`src/rtl/cpu_pkg.sv`:
```
// Shared definitions for the simple CPU slice: instruction classes, issuer
// states and the per-class hold lengths that match the control unit FSM.
package cpu_pkg;

    localparam int INSTR_WIDTH = 20;

    localparam logic [1:0] CLS_HALT  = 2'b00;
    localparam logic [1:0] CLS_STD   = 2'b01;
    localparam logic [1:0] CLS_LOAD  = 2'b10;
    localparam logic [1:0] CLS_STORE = 2'b11;

    localparam int unsigned HOLD_STD   = 3;
    localparam int unsigned HOLD_LOAD  = 4;
    localparam int unsigned HOLD_STORE = 3;

    typedef enum logic [1:0] {
        IDLE  = 2'd0,
        ISSUE = 2'd1,
        DONE  = 2'd2
    } state_t;

    // Edges the control unit spends on one word of the given class; HALT is never held.
    function automatic int unsigned hold_for_class(
        input logic [1:0]  cls,
        input int unsigned std_h   = HOLD_STD,
        input int unsigned load_h  = HOLD_LOAD,
        input int unsigned store_h = HOLD_STORE
    );
        case (cls)
            CLS_STD:   return std_h;
            CLS_LOAD:  return load_h;
            CLS_STORE: return store_h;
            default:   return 0;
        endcase
    endfunction

endpackage

```
`src/rtl/instr_store.sv`:
```
// Program store: synchronous write, asynchronous read, contents survive reset.
module instr_store #(
    parameter int PROG_BITS   = 4,
    parameter int INSTR_WIDTH = 20
) (
    input  logic                   clk,
    input  logic                   wen,
    input  logic [PROG_BITS-1:0]   waddr,
    input  logic [INSTR_WIDTH-1:0] wdata,
    input  logic [PROG_BITS-1:0]   raddr,
    output logic [INSTR_WIDTH-1:0] rdata
);

    logic [INSTR_WIDTH-1:0] mem [2**PROG_BITS];

    always_ff @(posedge clk) begin
        if (wen) begin
            mem[waddr] <= wdata;
        end
    end

    assign rdata = mem[raddr];

endmodule

```
`src/rtl/instr_issuer.sv`:
```
// Presents program words to the CPU control unit, holding each one for exactly
// the number of edges the CU FSM needs for its class, then advancing.
module instr_issuer #(
    parameter int INSTR_WIDTH = 20,
    parameter int PROG_BITS   = 4,
    parameter int HOLD_STD    = 3,
    parameter int HOLD_LOAD   = 4,
    parameter int HOLD_STORE  = 3
) (
    input  logic                   clk,
    input  logic                   rst,
    input  logic                   start,
    input  logic                   prog_wen,
    input  logic [PROG_BITS-1:0]   prog_addr,
    input  logic [INSTR_WIDTH-1:0] prog_data,
    output logic [INSTR_WIDTH-1:0] instruction,
    output logic [PROG_BITS-1:0]   pc,
    output logic                   issue,
    output logic                   busy,
    output logic                   done,
    output logic [1:0]             state_dbg
);

    import cpu_pkg::*;

    localparam int MAX_HOLD = (HOLD_LOAD > HOLD_STD)
                            ? ((HOLD_LOAD > HOLD_STORE) ? HOLD_LOAD : HOLD_STORE)
                            : ((HOLD_STD > HOLD_STORE) ? HOLD_STD : HOLD_STORE);
    localparam int CNT_W = $clog2(MAX_HOLD + 1);
    localparam logic [PROG_BITS-1:0] LAST_ADDR = {PROG_BITS{1'b1}};

    state_t                 state, state_n;
    logic [INSTR_WIDTH-1:0] instr_n;
    logic [PROG_BITS-1:0]   pc_n;
    logic                   issue_n;
    logic [CNT_W-1:0]       cnt, cnt_n;

    logic [PROG_BITS-1:0]   rd_addr;
    logic [INSTR_WIDTH-1:0] rd_data;
    logic [1:0]             rd_cls;

    instr_store #(
        .PROG_BITS   (PROG_BITS),
        .INSTR_WIDTH (INSTR_WIDTH)
    ) u_store (
        .clk   (clk),
        .wen   (prog_wen && (state == IDLE)),
        .waddr (prog_addr),
        .wdata (prog_data),
        .raddr (rd_addr),
        .rdata (rd_data)
    );

    // In IDLE the read port looks at word 0; while issuing it looks one word ahead.
    assign rd_addr = (state == ISSUE) ? pc + 1'b1 : '0;
    assign rd_cls  = rd_data[INSTR_WIDTH-1 -: 2];

    always_ff @(posedge clk) begin
        if (rst) begin
            state       <= IDLE;
            instruction <= '0;
            pc          <= '0;
            issue       <= 1'b0;
            cnt         <= '0;
        end else begin
            state       <= state_n;
            instruction <= instr_n;
            pc          <= pc_n;
            issue       <= issue_n;
            cnt         <= cnt_n;
        end
    end

    // cnt holds the remaining edges minus one; the word advances on the edge where it is zero.
    always_comb begin
        state_n = state;
        instr_n = instruction;
        pc_n    = pc;
        issue_n = 1'b0;
        cnt_n   = cnt;
        case (state)
            IDLE: begin
                if (start) begin
                    pc_n = '0;
                    if (rd_cls == CLS_HALT) begin
                        state_n = DONE;
                        instr_n = '0;
                    end else begin
                        // First word gets one extra edge for the CU's RESET state.
                        state_n = ISSUE;
                        instr_n = rd_data;
                        issue_n = 1'b1;
                        cnt_n   = CNT_W'(hold_for_class(rd_cls, HOLD_STD, HOLD_LOAD, HOLD_STORE));
                    end
                end
            end
            ISSUE: begin
                if (cnt != '0) begin
                    cnt_n = cnt - 1'b1;
                end else if (pc == LAST_ADDR) begin
                    state_n = DONE;
                    instr_n = '0;
                end else begin
                    pc_n = pc + 1'b1;
                    if (rd_cls == CLS_HALT) begin
                        state_n = DONE;
                        instr_n = '0;
                    end else begin
                        instr_n = rd_data;
                        issue_n = 1'b1;
                        cnt_n   = CNT_W'(hold_for_class(rd_cls, HOLD_STD, HOLD_LOAD, HOLD_STORE) - 1);
                    end
                end
            end
            DONE: begin
                instr_n = '0;
            end
            default: begin
                state_n = IDLE;
                instr_n = '0;
            end
        endcase
    end

    assign busy      = (state == ISSUE);
    assign done      = (state == DONE);
    assign state_dbg = state;

endmodule

```
`config.mk`:
```
export PLATFORM = sky130hd
export DESIGN_NAME = instr_issuer
export DESIGN_NICKNAME = d
export VERILOG_FILES = /design/src/rtl/cpu_pkg.sv /design/src/rtl/instr_store.sv /design/src/rtl/instr_issuer.sv
export SDC_FILE = /design/constraint.sdc
export NUM_CORES = 1
export LEC_CHECK = 0
export CAP_MARGIN = 20
export CORE_MARGIN = 3
export CORE_UTILIZATION = 63
export CTS_CLUSTER_SIZE = 10
export DETAILED_ROUTE_END_ITERATION = 8
export DONT_BUFFER_PORTS = 1
export PLACE_DENSITY = 0.78
export REMOVE_ABC_BUFFERS = 1
export SETUP_SLACK_MARGIN = 0.05
export SLEW_MARGIN = 15
export SYNTH_ARGS = -nofsm -noshare
export SYNTH_HDL_FRONTEND = slang
export SYNTH_HIERARCHICAL = 1
export SYNTH_SLANG_ARGS = --single-unit
```
`constraint.sdc`:
```
create_clock -name clk -period 4.5 [get_ports clk]
set_input_delay 0.9 -clock clk [delete_from_list [all_inputs] [get_ports clk]]
set_output_delay 0.9 -clock clk [all_outputs]
set_load 0.005 [all_outputs]
```
==> impl_metrics.toml <==
[layout]
diodes = 0
fin_util = 0.727
fin_area_sq_mm = 0.0150
fillers = 1146
area_delta_synth_final_pct = 11.6
nets = 693
layout-drive-gt1-share = 0.237

[clock_network]
clock_path_buffers = 3
cts_setup_buffers = 0
clock_latency_ns = 0.52
cts_made_buffers = 40
tritoncts = "done"
root_buffer = "clkbuf_16"
clkTransAtPathRegs_ns = 0.06
cts_htree_levels = 2
cts_resized = 0
cts.sinks = 350
ctsHoldBuffers = 0

[yosys]
async_flop_share = 0
synth_top_area_cell = "edfxtp_1"
ys_seq_area_frac = 0.762
yosysUniqueCellTypes = 46
synth_edf_count = 320
synth_area_leaders = "edfxtp_1 (72%), mux4_2 (11%), dfxtp_1 (4.5%)"
syn_inst = 628
synth_top_flop_cell = "edfxtp_1"
synth.top_cell.area_share = 0.717
avgSynthCellArea_sq_um = 21.3
synth_seq_cells = 350
yosysWarnings = 6
synth_area_sq_mm = 0.0134

[timing]
tns_ns = 0
fmax_mhz = 261
setup_ws_ns = 0.665
finalMaxSlewViolations = 0
period_needed_ns = 3.83
hold_viol = 0
setup_violations = 0
finalCritPeriodShare = 0.852
slew_headroom = 0.374
rsz0062_at_grt = "false"
skew_ns = 0.0258
tightest_slew_ns = 0.939

[run_status]
status = "completed"

[power]
seq_power_share = 0.485
power_density_mw_per_mm2 = 527
switchingPower_w = 0.00187
switching_share = 0.237
peakVddDrop_v = 0.000241
leakagePower_nw = 4.72
clock_power_share = 0.361
p_int_w = 0.00601
total_power_w = 0.00787
p_comb_frac = 0.154

[flow_run]
maxCapViolations = 0

[global_routing]
overflow = 0
grt_max_degree = 51
grt_pass1_wl_microns = 43500
grt_use_total = 0.250
antenna_found_initial = 0
grt_pass1_vias = 7109

[setup_path]
crit_path_start_kind = "flop"
worstSetupEndpointType = "flop"
cp_max_fo = 44
path_class = "flop to flop"
cp.arrival_ns = 4.22
crit_required_ns = 4.88

[die]
die_area_sq_mm = 0.0231
die_w_microns = 152
coreArea_sq_mm = 0.0206
rows = 52
fp.dieH_microns = 152
ioPinCount = 57
start_util = 0.652

[place]
pre_cts_ws_ns = 0.805
placed_cell_area_sq_mm = 0.0138
place.gp.congestion = 0.793
hpwl_microns = 14400
io_buffers = 0

[route]
drt_first_pass_iters = 5
postRouteAntennaNets = 0
vias = 6578
drt_iter0_drc = 660
routed_wl_microns = 28400
vias_per_cell = 6.83
drcViolationCount = 0
post_drt_wl_per_cell_microns = 29.5

[min_path]
min_path_type = "primary input to flop"
sequential cells by signal, indices dropped and copies added, names as in the netlist:
signal	count
u_store/mem	320
state_dbg	2
issue	1
instruction	20
cnt	3
pc	4
kinds of logic after synthesis:
group                      count (synthesis)  synth area share
xor gates and xnor gates                   2           0.00131
and+or+nand+nor                           77            0.0300
DFF                                      350             0.762
buffers and inverters                     36            0.0150
muxes                                     84             0.142
AOI/OAI and AO/OA                         77            0.0480
adders and majority gates                  2           0.00187
final timing paths:
check,startpoint,endpoint,slack (ns),depth (start not counted)
worst max register to register,state_dbg[0],instruction[8],0.67,11
worst min register to register,instruction[12],instruction[12],0.50,1
worst max-delay path,state_dbg[0],instruction[8],0.67,11
worst min-delay path,rst,cnt[2],0.44,1
synthesized netlist by cell type (all sizes together), types with 2 or more instances:
cell and count:
nor2 25, a311oi 2, a21oi 4, clkbuf 19, nand3b 3, and2 2, mux2i 4, nand2 22
nor2b 3, a22oi 40, a221oi 2, or3b 2, buf 13, mux4 80, a21o 2, nand2b 5
dfxtp 30, a211o 2, edfxtp 320, nand3 2, ha 2, inv 4, nor3b 2, or2b 2
a22o 20, nor3 7
final cells by class:
cell class,count,area (sq um),area share
inverters,4,15.0,0.00100
flip-flops and latches,350,10200,0.683
repair buffers,25,188,0.0126
well taps,270,338,0.0226
clock buffers,72,1140,0.0764
multi-input cells,242,3060,0.205
layout by cell type, fill, tap and decap left out, drive strengths merged, types with 3 or more instances in the layout:
master  count
nand3b      3
a22o       20
dfxtp      30
inv         4
a22oi      40
nor2b       3
clkbuf     72
nand2      22
edfxtp    320
buf        25
mux4       80
nand2b      5
mux2i       4
nor3        7
a21oi       4
nor2       25
worst max-delay path, cell delays in order, from the launching register on:
cell and delay (ns):
dfxtp_1 0.64, or2b_1 0.38, inv_1 0.17, and2_4 0.61, mux4_2 0.41, a22oi_1 0.25, nand2_1 0.24, nor2_2 0.23
a21o_2 0.17, nor3b_4 0.06, buf_4 0.24, a22o_1 0.27
power groups by stage:
stage                     Sequential (W)  Combinational [W]  Clock (W)
after CTS                        0.00382            0.00122    0.00289
final                            0.00382            0.00121    0.00284
after global placement           0.00388            0.00118          0
after detailed placement         0.00388            0.00121          0
after global routing             0.00383            0.00131    0.00302
after floorplan                  0.00384            0.00103          0
metrics by stage:
stage	hold slack, ns	cells
CTS	0.426	963
floorplan	0.466	596
global route	0.427	963
global placement	0.492	891
detailed placement	0.492	891
finish	0.441	963
per-layer routing:
metal	vias to the layer above	GRT usage	wire length, microns
met1	3426	0.337	10900
li1	2720	-	-
met3	83	0.0725	2620
met5	-	0	0
met2	349	0.397	14000
met4	0	0.0950	901
Note: power is estimated with default switching activity, not from simulation.
